File: src/rtl/note_hit_detector_pkg.sv
`default_nettype none
`timescale 1ns/1ps
// +----------------------------------------------------------------------------+
// | Module   : note_pkg                                                        |
// | Purpose  : Shared constants, types and helpers for the note hit detector.  |
// |            Provides the lane_idx width, the target-line/window defaults,   |
// |            a lane-slice base helper and a small popcount used by the       |
// |            hit/streak counters.                                            |
// | Revision : 1.0  initial release                                            |
// +----------------------------------------------------------------------------+
package note_pkg;

  // Upper bound on lanes; lane_idx is sized to address all of them.
  localparam int unsigned c_max_lanes   = 8;
  localparam int unsigned c_lane_idx_w  = 3;

  // Default target-line row and inclusive half-window, in pixels.
  localparam int unsigned c_hit_line_def = 400;
  localparam int unsigned c_hit_win_def  = 16;

  typedef logic [c_lane_idx_w-1:0] lane_idx_t;

  // LSB position of lane 'lane' in a flat bus whose per-lane field is 'width' bits.
  function automatic int unsigned lane_lsb(input int unsigned lane, input int unsigned width);
    return lane * width;
  endfunction

  // Number of set bits in an up-to-8-lane vector (callers zero-extend).
  function automatic logic [3:0] popcount8(input logic [7:0] v);
    logic [3:0] n;
    n = '0;
    for (int i = 0; i < 8; i++) begin
      n = n + 4'(v[i]);
    end
    return n;
  endfunction

endpackage : note_pkg
`default_nettype wire

File: src/rtl/note_hit_detector_if.sv
`default_nettype none
`timescale 1ns/1ps
// +----------------------------------------------------------------------------+
// | Module   : note_hit_detector_if                                            |
// | Purpose  : Bundles the pixel, note-table, strum and result signals of the  |
// |            note hit detector.                                              |
// |   master : drives pix_valid, curr_x, curr_y, note_x, note_y, note_width,   |
// |            note_active, strum; observes all results                        |
// |   slave  : the detector; consumes the above and drives pix_valid_out,      |
// |            in_note, any_in_note, lane_idx, hit_pulse, miss_pulse, streak,  |
// |            hit_count                                                       |
// | Revision : 1.0  initial release                                            |
// +----------------------------------------------------------------------------+
interface note_hit_detector_if
  import note_pkg::*;
#(
  parameter int LANES    = 5,
  parameter int X_W      = 10,
  parameter int PY_W     = 9,
  parameter int NY_W     = 21,
  parameter int SZ_W     = 7,
  parameter int STREAK_W = 8,
  parameter int CNT_W    = 16
);

  // Pixel stream and note table
  logic                   pix_valid;
  logic [X_W-1:0]         curr_x;
  logic [PY_W-1:0]        curr_y;
  logic [LANES*X_W-1:0]   note_x;
  logic [LANES*NY_W-1:0]  note_y;
  logic [LANES*SZ_W-1:0]  note_width;
  logic [LANES-1:0]       note_active;
  logic [LANES-1:0]       strum;

  // Results
  logic                   pix_valid_out;
  logic [LANES-1:0]       in_note;
  logic                   any_in_note;
  lane_idx_t              lane_idx;
  logic [LANES-1:0]       hit_pulse;
  logic [LANES-1:0]       miss_pulse;
  logic [STREAK_W-1:0]    streak;
  logic [CNT_W-1:0]       hit_count;

  modport master (
    output pix_valid, curr_x, curr_y, note_x, note_y, note_width, note_active, strum,
    input  pix_valid_out, in_note, any_in_note, lane_idx, hit_pulse, miss_pulse,
           streak, hit_count
  );

  modport slave (
    input  pix_valid, curr_x, curr_y, note_x, note_y, note_width, note_active, strum,
    output pix_valid_out, in_note, any_in_note, lane_idx, hit_pulse, miss_pulse,
           streak, hit_count
  );

endinterface : note_hit_detector_if
`default_nettype wire

File: src/rtl/note_hit_detector_lane_bounds.sv
`default_nettype none
`timescale 1ns/1ps
// +----------------------------------------------------------------------------+
// | Module   : lane_bounds                                                     |
// | Purpose  : Purely combinational per-lane tests for one falling note.       |
// |            o_inside    : pixel strictly inside the square note and the     |
// |                          lane is active.                                   |
// |            o_hit_ok    : lane is active and the note centre row lies       |
// |                          within +/-HIT_WIN of HIT_LINE (inclusive).        |
// |   Inputs : i_curr_x, i_curr_y (pixel), i_note_x, i_ny (integer note row),  |
// |            i_width, i_active                                               |
// | Revision : 1.0  initial release                                            |
// +----------------------------------------------------------------------------+
module lane_bounds
  import note_pkg::*;
#(
  parameter int X_W      = 10,
  parameter int PY_W     = 9,
  parameter int SZ_W     = 7,
  parameter int HIT_LINE = c_hit_line_def,
  parameter int HIT_WIN  = c_hit_win_def
) (
  input  logic [X_W-1:0]  i_curr_x,
  input  logic [PY_W-1:0] i_curr_y,
  input  logic [X_W-1:0]  i_note_x,
  input  logic [PY_W-1:0] i_ny,
  input  logic [SZ_W-1:0] i_width,
  input  logic            i_active,
  output logic            o_inside,
  output logic            o_hit_ok
);

  localparam logic [PY_W:0] c_line = (PY_W+1)'(HIT_LINE);
  localparam logic [PY_W:0] c_win  = (PY_W+1)'(HIT_WIN);

  // Far edges carry one extra bit so a note near the right/bottom border
  // clips instead of wrapping round to column/row 0.
  logic [X_W:0]  w_x_end;
  logic [PY_W:0] w_y_end;
  logic          w_x_in;
  logic          w_y_in;

  assign w_x_end = {1'b0, i_note_x} + (X_W+1)'(i_width);
  assign w_y_end = {1'b0, i_ny}     + (PY_W+1)'(i_width);

  // Strict on both sides: the note's edge pixels are not part of it.
  assign w_x_in = (i_curr_x > i_note_x) && ({1'b0, i_curr_x} < w_x_end);
  assign w_y_in = (i_curr_y > i_ny)     && ({1'b0, i_curr_y} < w_y_end);

  assign o_inside = i_active && w_x_in && w_y_in;

  // Note centre row and its absolute distance from the target line.
  logic [PY_W:0] w_centre;
  logic [PY_W:0] w_dist;

  assign w_centre = {1'b0, i_ny} + (PY_W+1)'(i_width >> 1);
  assign w_dist   = (w_centre >= c_line) ? (w_centre - c_line) : (c_line - w_centre);

  assign o_hit_ok = i_active && (w_dist <= c_win);

endmodule : lane_bounds
`default_nettype wire

File: src/rtl/note_hit_detector.sv
`default_nettype none
`timescale 1ns/1ps
// +----------------------------------------------------------------------------+
// | Module   : note_hit_detector                                               |
// | Purpose  : Multi-lane note coverage test for the VGA colour mux plus strum |
// |            judging with streak and total-hit counters.                     |
// |            Pixel path: 2-stage pipeline, one pixel per clock, no stall.    |
// |            Judge path: hit/miss pulses one clock after each strum.         |
// |   clock  : system clock                                                    |
// |   reset  : asynchronous, active-high; clears pipeline and counters         |
// |   bus    : note_hit_detector_if.slave (pixel/note/strum in, results out)   |
// | Revision : 1.0  initial release                                            |
// +----------------------------------------------------------------------------+
module note_hit_detector
  import note_pkg::*;
#(
  parameter int LANES    = 5,
  parameter int X_W      = 10,
  parameter int PY_W     = 9,
  parameter int NY_W     = 21,
  parameter int SZ_W     = 7,
  parameter int HIT_LINE = c_hit_line_def,
  parameter int HIT_WIN  = c_hit_win_def,
  parameter int STREAK_W = 8,
  parameter int CNT_W    = 16
) (
  input  logic                clock,
  input  logic                reset,
  note_hit_detector_if.slave  bus
);

  localparam int c_frac_w = NY_W - PY_W;

  // ---------------------------------------------------------------------------
  // Per-lane combinational tests
  // ---------------------------------------------------------------------------
  logic [LANES-1:0]          w_inside;
  logic [LANES-1:0]          w_hit_ok;
  logic [LANES*c_frac_w-1:0] w_unused_frac;

  for (genvar gi = 0; gi < LANES; gi++) begin : g_lane
    lane_bounds #(
      .X_W      (X_W),
      .PY_W     (PY_W),
      .SZ_W     (SZ_W),
      .HIT_LINE (HIT_LINE),
      .HIT_WIN  (HIT_WIN)
    ) u_lane_bounds (
      .i_curr_x    (bus.curr_x),
      .i_curr_y    (bus.curr_y),
      .i_note_x    (bus.note_x[lane_lsb(gi, X_W) +: X_W]),
      // Only the integer part of the fixed-point note row is compared.
      .i_ny        (bus.note_y[lane_lsb(gi, NY_W) + c_frac_w +: PY_W]),
      .i_width     (bus.note_width[lane_lsb(gi, SZ_W) +: SZ_W]),
      .i_active    (bus.note_active[gi]),
      .o_inside    (w_inside[gi]),
      .o_hit_ok    (w_hit_ok[gi])
    );

    // Sub-pixel bits only matter to the note animator upstream.
    assign w_unused_frac[gi*c_frac_w +: c_frac_w] = bus.note_y[lane_lsb(gi, NY_W) +: c_frac_w];
  end

  // ---------------------------------------------------------------------------
  // Pixel pipeline
  // ---------------------------------------------------------------------------
  logic             r_s1_valid;
  logic [LANES-1:0] r_s1_inside;
  logic             r_s2_valid;
  logic [LANES-1:0] r_s2_in_note;
  logic             r_s2_any;
  lane_idx_t        r_s2_lane_idx;
  lane_idx_t        w_lane_idx;

  // Lowest set lane wins; scanning downward lets the last match be the lowest.
  always_comb begin
    w_lane_idx = '0;
    for (int i = LANES - 1; i >= 0; i--) begin
      if (r_s1_inside[i]) begin
        w_lane_idx = lane_idx_t'(i);
      end
    end
  end

  always_ff @(posedge clock or posedge reset) begin
    if (reset) begin
      r_s1_valid    <= 1'b0;
      r_s1_inside   <= '0;
      r_s2_valid    <= 1'b0;
      r_s2_in_note  <= '0;
      r_s2_any      <= 1'b0;
      r_s2_lane_idx <= '0;
    end else begin
      r_s1_valid    <= bus.pix_valid;
      // Bubbles carry all-zero coverage so stage 2 needs no extra gating.
      r_s1_inside   <= bus.pix_valid ? w_inside : '0;
      r_s2_valid    <= r_s1_valid;
      r_s2_in_note  <= r_s1_inside;
      r_s2_any      <= |r_s1_inside;
      r_s2_lane_idx <= w_lane_idx;
    end
  end

  assign bus.pix_valid_out = r_s2_valid;
  assign bus.in_note       = r_s2_in_note;
  assign bus.any_in_note   = r_s2_any;
  assign bus.lane_idx      = r_s2_lane_idx;

  // ---------------------------------------------------------------------------
  // Strum judging and counters
  // ---------------------------------------------------------------------------
  logic [LANES-1:0]    w_hit_now;
  logic [LANES-1:0]    w_miss_now;
  logic [3:0]          w_hit_pop;
  logic [STREAK_W:0]   w_streak_sum;
  logic [CNT_W:0]      w_count_sum;
  logic [STREAK_W-1:0] w_streak_next;
  logic [CNT_W-1:0]    w_count_next;

  logic [LANES-1:0]    r_hit_pulse;
  logic [LANES-1:0]    r_miss_pulse;
  logic [STREAK_W-1:0] r_streak;
  logic [CNT_W-1:0]    r_hit_count;

  // A strum on an inactive lane fails w_hit_ok and is therefore a miss.
  assign w_hit_now  = bus.strum &  w_hit_ok;
  assign w_miss_now = bus.strum & ~w_hit_ok;
  assign w_hit_pop  = popcount8(8'(w_hit_now));

  // Sums carry one extra bit; a set MSB means the add overflowed -> saturate.
  assign w_streak_sum = (STREAK_W+1)'(r_streak)    + (STREAK_W+1)'(w_hit_pop);
  assign w_count_sum  = (CNT_W+1)'(r_hit_count)    + (CNT_W+1)'(w_hit_pop);

  always_comb begin
    w_streak_next = w_streak_sum[STREAK_W-1:0];
    if (w_streak_sum[STREAK_W]) begin
      w_streak_next = '1;
    end
    // Any miss breaks the streak; same-cycle hits do not restart it.
    if (|w_miss_now) begin
      w_streak_next = '0;
    end
  end

  always_comb begin
    w_count_next = w_count_sum[CNT_W-1:0];
    if (w_count_sum[CNT_W]) begin
      w_count_next = '1;
    end
  end

  always_ff @(posedge clock or posedge reset) begin
    if (reset) begin
      r_hit_pulse  <= '0;
      r_miss_pulse <= '0;
      r_streak     <= '0;
      r_hit_count  <= '0;
    end else begin
      r_hit_pulse  <= w_hit_now;
      r_miss_pulse <= w_miss_now;
      r_streak     <= w_streak_next;
      r_hit_count  <= w_count_next;
    end
  end

  assign bus.hit_pulse  = r_hit_pulse;
  assign bus.miss_pulse = r_miss_pulse;
  assign bus.streak     = r_streak;
  assign bus.hit_count  = r_hit_count;

endmodule : note_hit_detector
`default_nettype wire

File: src/flat_wrapper.sv
// flat-port wrapper written by rule: the top's interface ports become plain ports
module note_hit_detector_flat import note_pkg::*;
#(
  parameter int LANES    = 5,
  parameter int X_W      = 10,
  parameter int PY_W     = 9,
  parameter int NY_W     = 21,
  parameter int SZ_W     = 7,
  parameter int HIT_LINE = c_hit_line_def,
  parameter int HIT_WIN  = c_hit_win_def,
  parameter int STREAK_W = 8,
  parameter int CNT_W    = 16
)
  (clock, reset, bus_pix_valid, bus_curr_x, bus_curr_y, bus_note_x, bus_note_y, bus_note_width, bus_note_active, bus_strum, bus_pix_valid_out, bus_in_note, bus_any_in_note, bus_lane_idx, bus_hit_pulse, bus_miss_pulse, bus_streak, bus_hit_count);
  note_hit_detector_if #(.LANES(LANES), .X_W(X_W), .PY_W(PY_W), .NY_W(NY_W), .SZ_W(SZ_W), .STREAK_W(STREAK_W), .CNT_W(CNT_W)) bus_i ();
  input  logic clock;
  input  logic reset;
  input wire logic [$bits(bus_i.pix_valid)-1:0] bus_pix_valid;
  input wire logic [$bits(bus_i.curr_x)-1:0] bus_curr_x;
  input wire logic [$bits(bus_i.curr_y)-1:0] bus_curr_y;
  input wire logic [$bits(bus_i.note_x)-1:0] bus_note_x;
  input wire logic [$bits(bus_i.note_y)-1:0] bus_note_y;
  input wire logic [$bits(bus_i.note_width)-1:0] bus_note_width;
  input wire logic [$bits(bus_i.note_active)-1:0] bus_note_active;
  input wire logic [$bits(bus_i.strum)-1:0] bus_strum;
  output wire logic [$bits(bus_i.pix_valid_out)-1:0] bus_pix_valid_out;
  output wire logic [$bits(bus_i.in_note)-1:0] bus_in_note;
  output wire logic [$bits(bus_i.any_in_note)-1:0] bus_any_in_note;
  output wire logic [$bits(bus_i.lane_idx)-1:0] bus_lane_idx;
  output wire logic [$bits(bus_i.hit_pulse)-1:0] bus_hit_pulse;
  output wire logic [$bits(bus_i.miss_pulse)-1:0] bus_miss_pulse;
  output wire logic [$bits(bus_i.streak)-1:0] bus_streak;
  output wire logic [$bits(bus_i.hit_count)-1:0] bus_hit_count;
  assign bus_i.pix_valid = bus_pix_valid;
  assign bus_i.curr_x = bus_curr_x;
  assign bus_i.curr_y = bus_curr_y;
  assign bus_i.note_x = bus_note_x;
  assign bus_i.note_y = bus_note_y;
  assign bus_i.note_width = bus_note_width;
  assign bus_i.note_active = bus_note_active;
  assign bus_i.strum = bus_strum;
  assign bus_pix_valid_out = bus_i.pix_valid_out;
  assign bus_in_note = bus_i.in_note;
  assign bus_any_in_note = bus_i.any_in_note;
  assign bus_lane_idx = bus_i.lane_idx;
  assign bus_hit_pulse = bus_i.hit_pulse;
  assign bus_miss_pulse = bus_i.miss_pulse;
  assign bus_streak = bus_i.streak;
  assign bus_hit_count = bus_i.hit_count;
  note_hit_detector #(.LANES(LANES), .X_W(X_W), .PY_W(PY_W), .NY_W(NY_W), .SZ_W(SZ_W), .HIT_LINE(HIT_LINE), .HIT_WIN(HIT_WIN), .STREAK_W(STREAK_W), .CNT_W(CNT_W)) u_core (.clock(clock), .reset(reset), .bus(bus_i));
endmodule
File: config.mk
export PLATFORM = sky130hd
export DESIGN_NAME = note_hit_detector_flat
export DESIGN_NICKNAME = d
export VERILOG_FILES = /design/src/rtl/note_hit_detector_pkg.sv /design/src/rtl/note_hit_detector_if.sv /design/src/rtl/note_hit_detector_lane_bounds.sv /design/src/rtl/note_hit_detector.sv /design/src/flat_wrapper.sv
export SDC_FILE = /design/constraint.sdc
export NUM_CORES = 1
export LEC_CHECK = 0
export CAP_MARGIN = 20
export CORE_ASPECT_RATIO = 0.9
export CORE_MARGIN = 2
export CORE_UTILIZATION = 54
export DETAILED_ROUTE_END_ITERATION = 10
export GPL_TIMING_DRIVEN = 0
export PLACE_DENSITY = 0.82
export SYNTH_ARGS = -nofsm -noshare
export SYNTH_HDL_FRONTEND = slang
export SYNTH_HIERARCHICAL = 1
export SYNTH_SLANG_ARGS = --single-unit
File: constraint.sdc
create_clock -name clock -period 2.4 [get_ports clock]
set_input_delay 0.48 -clock clock [delete_from_list [all_inputs] [get_ports clock]]
set_output_delay 0.48 -clock clock [all_outputs]
set_load 0.01 [all_outputs]
==> impl_metrics.csv, run 1 <==
group,metric,value,unit
pwr,p_per_area,363.2,mW/mm²
worst_setup_path,critPathLaunchType,"primary input",
drt,drt_wl_total,44.22,mm
hold_path,min_to,"u_core/bus.pix_valid_out",
pwr,irDropWorstVdd,0.0004695,V
clocking,numCtsBuffers,5,
floorplan,io_pins,266,
timing,maxSlewViolCount,0,
drt,drt_iter0_drc,1149,
global_route,use_met2,0.5675,
synth,ys_seq_elements,50,
worst_setup_path,reg2reg_from,"u_core/bus.hit_count[0]",
global_route,use_met3,0.04754,
global_route,grt.total_usage,0.3381,
hold_path,hold_class,"reg -> reg",
timing,tns,-91.21,ns
synth,yosysSeqAreaShare,0.09912,
timing,final.setup_skew,0.005533,ns
finish,layout-drive-gt1-share,0.2954,
timing,grt_setup_unrepaired,"yes",
finish,nFillCells,1444,
global_route,top_usage_layer,"met2",
synth,yosys_warnings,6,
place,io_buffers,203,
finish,final_core_util,0.7898,
worst_setup_path,crit_fanout,5,
floorplan,start_util,0.5454,
place,gp_congestion,0.9773,
clocking,clock_sinks,50,
run_status,status,"finished, violations left",
synth,synth-edff-count,0,
synth,syn_area_per_cell,8.149,µm²
floorplan,die_w,165.2,µm
floorplan,rows,53,
clocking,clk_latency,0.29,ns
place,hpwlAfterDp,30.54,mm
synth,netlist-cell-type-count,93,
clocking,path_clk_slew,0.06,ns
drt,firstDrtPassIters,6,
timing,hold_viol,0,
finish,syn2layout_area_growth,44.80,%
hold_path,min_from,"u_core/r_s1_valid",
floorplan,coreArea,0.02314,mm²
drt,ant_nets,0,
global_route,grt_pass1_wl,66.83,mm
timing,fmax,170.8,MHz
timing,setup_viol,39,
clocking,cts_tree,"yes",
synth,synth_top_area_frac,0.2983,
synth,ys_top_cells_by_area,"ha_1 (30%), dfrtp_1 (9.9%), inv_1 (5.2%)",
timing,finalCritPeriodShare,2.440,
run_status,violations,"setup timing",
finish,nets,2450,
worst_setup_path,worst_path_max_delay_cell,"or4_4",
synth,synth_nets,2091,
drt,route.detailed.drc,0,
finish,postLayoutCellArea,0.01828,mm²
global_route,grt_overflow_total,0,
clocking,cts_max_path_buffers,2,
worst_setup_path,path_common_cell,"inv_2",
timing,slew_headroom,0.4399,
drt,vias,13940,
timing,fin_ws,-3.455,ns
worst_setup_path,r2r_setup_slack,0.36,ns
place,pre_cts_ws,-4.384,ns
synth,synth_top_cell_by_area,"ha_1",
timing,min_period,5.855,ns
worst_setup_path,path_class,"in -> reg",
worst_setup_path,reg2regPathDepth,9,
clocking,cts_root_buffer,"clkbuf_16",
global_route,grt_start_max_net_pins,33,
synth,syn_area,0.01262,mm²
drt,wl_per_cell,19.98,µm
hold_path,whs_path_depth,0,
worst_setup_path,cp_top_family,"adder cells",
synth,synthArstFlopShare,1.000,
synth,ys.flop_type,"dfrtp_1",
pwr,leakagePower,8.279,nW
place,dpl_cell_area,0.01565,mm²
global_route,grt_pass1_vias,13540,
global_route,grt_antenna_before_repair,2,
timing,worst_slew_pin_slew,0.8388,ns
floorplan,die_y,149.1,µm
synth,syn_inst,1549,
worst_setup_path,worstPathRequired,2.62,ns
floorplan,die_area,0.02462,mm²
worst_setup_path,cp_num_buf_inv,7,
flow_run,drv_cap,0,
worst_setup_path,rr_endpoint,"u_core/bus.hit_count[1]",
clocking,h-tree-depth,2,
drt,drt-vias-per-instance,6.300,
timing,hold_slack,0.3492,ns
worst_setup_path,arrival,6.08,ns
worst_setup_path,cp-end-kind,"flop",
worst_setup_path,slowest_delay,0.48,ns
global_route,met1_usage,0.4393,
clocking,hold_buffers,0,
[Yosys cell counts (6+ instances only)]
library cell and n:
xor2_1 33, a21o_1 45, nor3_1 43, a21boi_0 14, a31oi_1 20, or3_1 17
dfrtp_1 50, nand3_1 21, nand2b_1 22, o21ai_2 6, o211ai_1 24, or4_1 7
xnor2_1 69, and4b_1 6, o2111ai_1 6, nor2b_1 34, a211oi_1 20, ha_1 301
and4_1 6, o21a_1 29, and3_1 7, nand2_1 83, fa_1 19, nor4_1 8
o22ai_1 7, o2bb2ai_1 6, o21ai_0 90, and2_1 10, o21bai_1 14, o221ai_1 8
o211a_1 6, a21oi_1 96, nor2_1 80, inv_1 175, nand4_1 31
[state kept, by name (all words and copies together), names as in the netlist]
register                  flops
u_core/bus.hit_count         16
u_core/bus.streak             8
u_core/bus.hit_pulse          5
u_core/bus.in_note            5
u_core/bus.miss_pulse         5
u_core/r_s1_inside            5
u_core/bus.lane_idx           3
u_core/bus.any_in_note        1
u_core/bus.pix_valid_out      1
u_core/r_s1_valid             1
[layout by cell type (no fill, tap or decap), types with 22 or more instances in the layout]
cell             instances
xor2_1                  29
nor2_1                  79
o21ai_0                 60
inv_2                   35
o21a_1                  29
nor3_1                  41
nand4_1                 31
buf_6                   26
a21o_1                  45
nand2_1                 77
xnor2_1                 62
nor2b_1                 28
ha_1                   215
dlygate4sd2_1           32
dfrtp_1                 50
clkdlybuf4s50_1        111
a21oi_1                 55
a21oi_2                 35
ha_4                    65
buf_2                   22
inv_1                  140
buf_4                  139
o211ai_1                24
[cells by family after synthesis]
kind of cell | count (synthesis) | synth area share
adders and majority gates | 320 | 0.3285
DFF | 50 | 0.09912
and+or+nand+nor | 416 | 0.1798
buffers and inverters | 195 | 0.06036
muxes | 5 | 0.004460
xor gates and xnor gates | 102 | 0.07077
AOI/OAI and AO/OA | 461 | 0.2570
[power by group]
part / internal [W] / total [W] / switching, W
clock: 0.000625 / 0.000924 / 0.000298
combinational: 0.00230 / 0.00474 / 0.00244
sequential: 0.000905 / 0.000971 / 0.0000655
[metrics by stage]
step	power (W)	instances
global placement	0.004515	2054
global route	0.007105	2211
CTS	0.006238	2186
detailed placement	0.004667	2055
floorplan	0.003496	1549
finish	0.006639	2213
[worst max path at each step]
stage	from	end	slack (ns)	cells after the start
floorplan	bus_note_y[12]	u_core/bus.hit_count[12]	-3.08	27
global placement	bus_note_width[15]	u_core/bus.hit_count[12]	-4.29	28
detailed placement	bus_note_width[15]	u_core/bus.hit_count[12]	-4.38	28
CTS	bus_note_y[55]	u_core/bus.hit_count[7]	-3.25	28
global route	bus_note_y[55]	u_core/bus.hit_count[1]	-3.62	28
finish	bus_note_width[1]	u_core/bus.hit_count[1]	-3.46	29
[what timing repair did]
action,4_1_cts,5_1_grt
buffers inserted,123,27
setup endpoints to repair,39,39
resized for setup,542,70
pin swaps,188,92
cloned,1,0
[metal layers]
metal | vias up | routed length [µm] | share of wire
met5 | - | 0 | 0
met4 | 0 | 1833 | 0.041
met3 | 153 | 3656 | 0.083
met2 | 740 | 20430 | 0.46
met1 | 6587 | 18300 | 0.41
li1 | 6463 | - | -
[area by class of cell]
type                            instances  area, µm²  area share
Antenna cell                            2      5.005   0.0002738
Buffer                                 14      95.09    0.005202
Clock buffer                            6      138.9    0.007598
Clock inverter                          2      60.06    0.003286
Inverter                              180      685.7     0.03751
Multi-Input combinational cell       1304      12460      0.6817
Sequential cell                        50       1251     0.06845
Tap cell                              302      377.9     0.02067
Timing Repair Buffer                  353       3204      0.1753
Power figures use the tool's default switching activity.
==> run 2, diff against run 1 <==
--- a/config.mk
+++ b/config.mk
@@ -5,13 +5,13 @@
 export SDC_FILE = /design/constraint.sdc
 export NUM_CORES = 1
 export LEC_CHECK = 0
-export CAP_MARGIN = 20
 export CORE_ASPECT_RATIO = 0.9
 export CORE_MARGIN = 2
 export CORE_UTILIZATION = 54
 export DETAILED_ROUTE_END_ITERATION = 10
 export GPL_TIMING_DRIVEN = 0
 export PLACE_DENSITY = 0.82
+export SLEW_MARGIN = 40
 export SYNTH_ARGS = -nofsm -noshare
 export SYNTH_HDL_FRONTEND = slang
 export SYNTH_HIERARCHICAL = 1
==> run 2 against run 1 <==
The flow still finishes with violations (setup timing); flip-flop and latch count did not move; register-to-register slack worse by 0.12 ns; clock-buffer cell count did not move; first-iteration DRC count is 34% higher; maximum frequency is 2.0% lower; via count increased by 5.9%; routed wire length is 12% higher; non-clock buffer count increased by 27; cell count up 1.3%; sequential share of layout area is 0.16 points lower; clock power increased by 3.6%.
==> impl_metrics.csv, run 2 (synthesis results as in run 1) <==
group,metric,value,unit
drt,ant_nets,0,
pwr,p_switching,0.003027,W
timing,maxSlewViolCount,0,
clocking,cts_max_path_buffers,2,
global_route,grt_pass1_vias,14030,
timing,min_period,5.975,ns
global_route,grt_overflow_total,0,
pwr,power_frac_comb,0.722,
drt,wl_per_cell,22.03,µm
place,io_buffers,203,
drt,firstDrtPassIters,7,
worst_setup_path,path_class,"in -> reg",
worst_setup_path,crit_fanout,5,
clocking,hold_buffers,0,
pwr,p_clk_frac,0.137,
floorplan,io_pins,266,
run_status,status,"finished, violations left",
global_route,grt_antenna_before_repair,2,
pwr,leakagePower,8.467,nW
worst_setup_path,arrival,6.15,ns
finish,finalNonFillerCells,2241,
drt,drt_wl_total,49.38,mm
global_route,use_met3,0.05838,
pwr,p_per_area,373.5,mW/mm²
clocking,path_clk_slew,0.07,ns
pwr,power.internal,0.003962,W
floorplan,start_util,0.5454,
finish,nFillCells,1303,
hold_path,hold_class,"reg -> reg",
place,pre_cts_ws,-4.375,ns
finish,mostFrequentLayoutCells,"ha_1 (214), buf_4 (149), inv_1 (142)",
timing,finalCritPeriodShare,2.490,
floorplan,die_area,0.02462,mm²
drt,drt_iter0_drc,1537,
pwr,p_sw_frac,0.4331,
floorplan,die_y,149.1,µm
floorplan,rows,53,
timing,setup_viol,39,
timing,grt_setup_unrepaired,"yes",
place,gp_congestion,0.9773,
worst_setup_path,startpoint,"bus_note_width[19]",
place,place_inst,2055,
worst_setup_path,critPathLaunchType,"primary input",
finish,nets,2477,
place,hpwlAfterDp,30.47,mm
global_route,grt_start_max_net_pins,27,
pwr,irDropWorstVdd,0.0005295,V
timing,hold_slack,0.3499,ns
place,dpl_cell_area,0.01566,mm²
floorplan,die_w,165.2,µm
clocking,cts_root_buffer,"clkbuf_16",
clocking,cts_tree,"yes",
clocking,numCtsBuffers,5,
flow_run,drv_cap,0,
worst_setup_path,worstPathRequired,2.57,ns
worst_setup_path,cp-end-kind,"flop",
finish,syn2layout_area_growth,48.24,%
timing,final.setup_skew,0.007454,ns
clocking,clk_latency,0.30,ns
global_route,met1_usage,0.4451,
timing,hold_viol,0,
finish,layout-drive-gt1-share,0.3208,
timing,slew_headroom,0.4017,
clocking,h-tree-depth,2,
pwr,seqPwrFrac,0.141,
drt,drt-vias-per-instance,6.587,
timing,worst_slew_pin_slew,0.8974,ns
timing,fin_ws,-3.575,ns
run_status,violations,"setup timing",
global_route,grt_pass1_wl,69.79,mm
global_route,top_usage_layer,"met2",
hold_path,min_from,"u_core/r_s1_valid",
finish,postLayoutCellArea,0.01871,mm²
clocking,clock_sinks,50,
drt,vias,14760,
drt,route.detailed.drc,0,
worst_setup_path,reg2reg_from,"u_core/bus.hit_count[4]",
finish,largest_reg_flops,16,
global_route,use_met2,0.5950,
floorplan,coreArea,0.02314,mm²
finish,final_common_cell,"ha_1",
global_route,grt.total_usage,0.3526,
timing,fmax,167.4,MHz
-- run 2: cell count changes in the layout (fill, tap and decap cells not counted), sizes merged --
cell	previous run	this run
clkdlybuf4s15	8	7
clkbuf	14	11
clkinv	1	2
inv	179	178
buf	206	237
diode	2	3
-- run 2: critical path, cell delays in order --
cell and delay [ns]:
dlygate4sd2_1 0.32, ha_4 0.32, o21a_1 0.17, o31a_4 0.17, a21oi_4 0.04, inv_2 0.09
ha_4 0.18, clkinv_4 0.04, or4_1 0.39, o211a_1 0.28, a2bb2oi_4 0.18, a211oi_4 0.27
nor2_2 0.09, mux2_4 0.32, nor4_4 0.42, nand2_2 0.20, fa_2 0.55, inv_2 0.10
buf_4 0.17, ha_4 0.21, inv_2 0.05, fa_2 0.38, o21ai_4 0.19, buf_6 0.14
a21oi_1 0.07, a311oi_1 0.30
-- run 2: worst paths after layout --
check | endpoint | slack (ns) | depth (start not counted)
hold reg to reg | u_core/bus.pix_valid_out | 0.35 | 0
hold / removal | u_core/bus.pix_valid_out | 0.35 | 0
max in group asynchronous | u_core/bus.hit_count[1] | 1.44 | 3
setup / recovery | u_core/bus.streak[4] | -3.58 | 26
min in group asynchronous | u_core/bus.streak[2] | 0.51 | 2
setup reg to reg | u_core/bus.hit_count[15] | 0.24 | 4
-- run 2: per-stage QoR --
step / total power (W) / setup TNS [ns] / util
final: 0.006989 / -95.06 / 0.8086
after CTS: 0.006305 / -84.91 / 0.7772
after global placement: 0.004515 / -132.74 / 0.6755
after global routing: 0.007380 / -98.14 / 0.8082
after floorplan: 0.003496 / -79.05 / -
after detailed placement: 0.004666 / -127.60 / 0.6765
-- run 2: power groups by stage --
stage	registers (W)	clock network, W	logic [W]
2_1_floorplan	0.000997	0	0.00250
3_3_place_gp	0.000977	0	0.00354
3_5_place_dp	0.000980	0	0.00369
4_1_cts	0.000969	0.000924	0.00441
5_1_grt	0.000985	0.000992	0.00540
6_report	0.000984	0.000957	0.00505
-- run 2: layout make-up --
class | count | area, µm² | share of cell area
well taps | 302 | 377.9 | 0.02019
repair buffers | 380 | 3472 | 0.1855
plain buffers | 14 | 97.59 | 0.005215
clock buffers | 6 | 138.9 | 0.007422
flip-flops and latches | 50 | 1251 | 0.06686
clock inverters | 2 | 60.06 | 0.003209
diodes | 3 | 7.507 | 0.0004012
inverters | 180 | 693.2 | 0.03704
multi-input cells | 1304 | 12610 | 0.6741
-- run 2: repair_timing --
item,in CTS,in global routing
pin swaps,179,118
buffers inserted,141,36
endpoints found under the setup margin,39,39
cloned,1,0
resized for setup,547,120
-- run 2: per-layer routing --
layer / vias to the layer above / routed length [µm]
met3: 273 / 4918
met1: 7004 / 19280
met4: 0 / 2741
met2: 966 / 22440
met5: - / 0
li1: 6518 / -
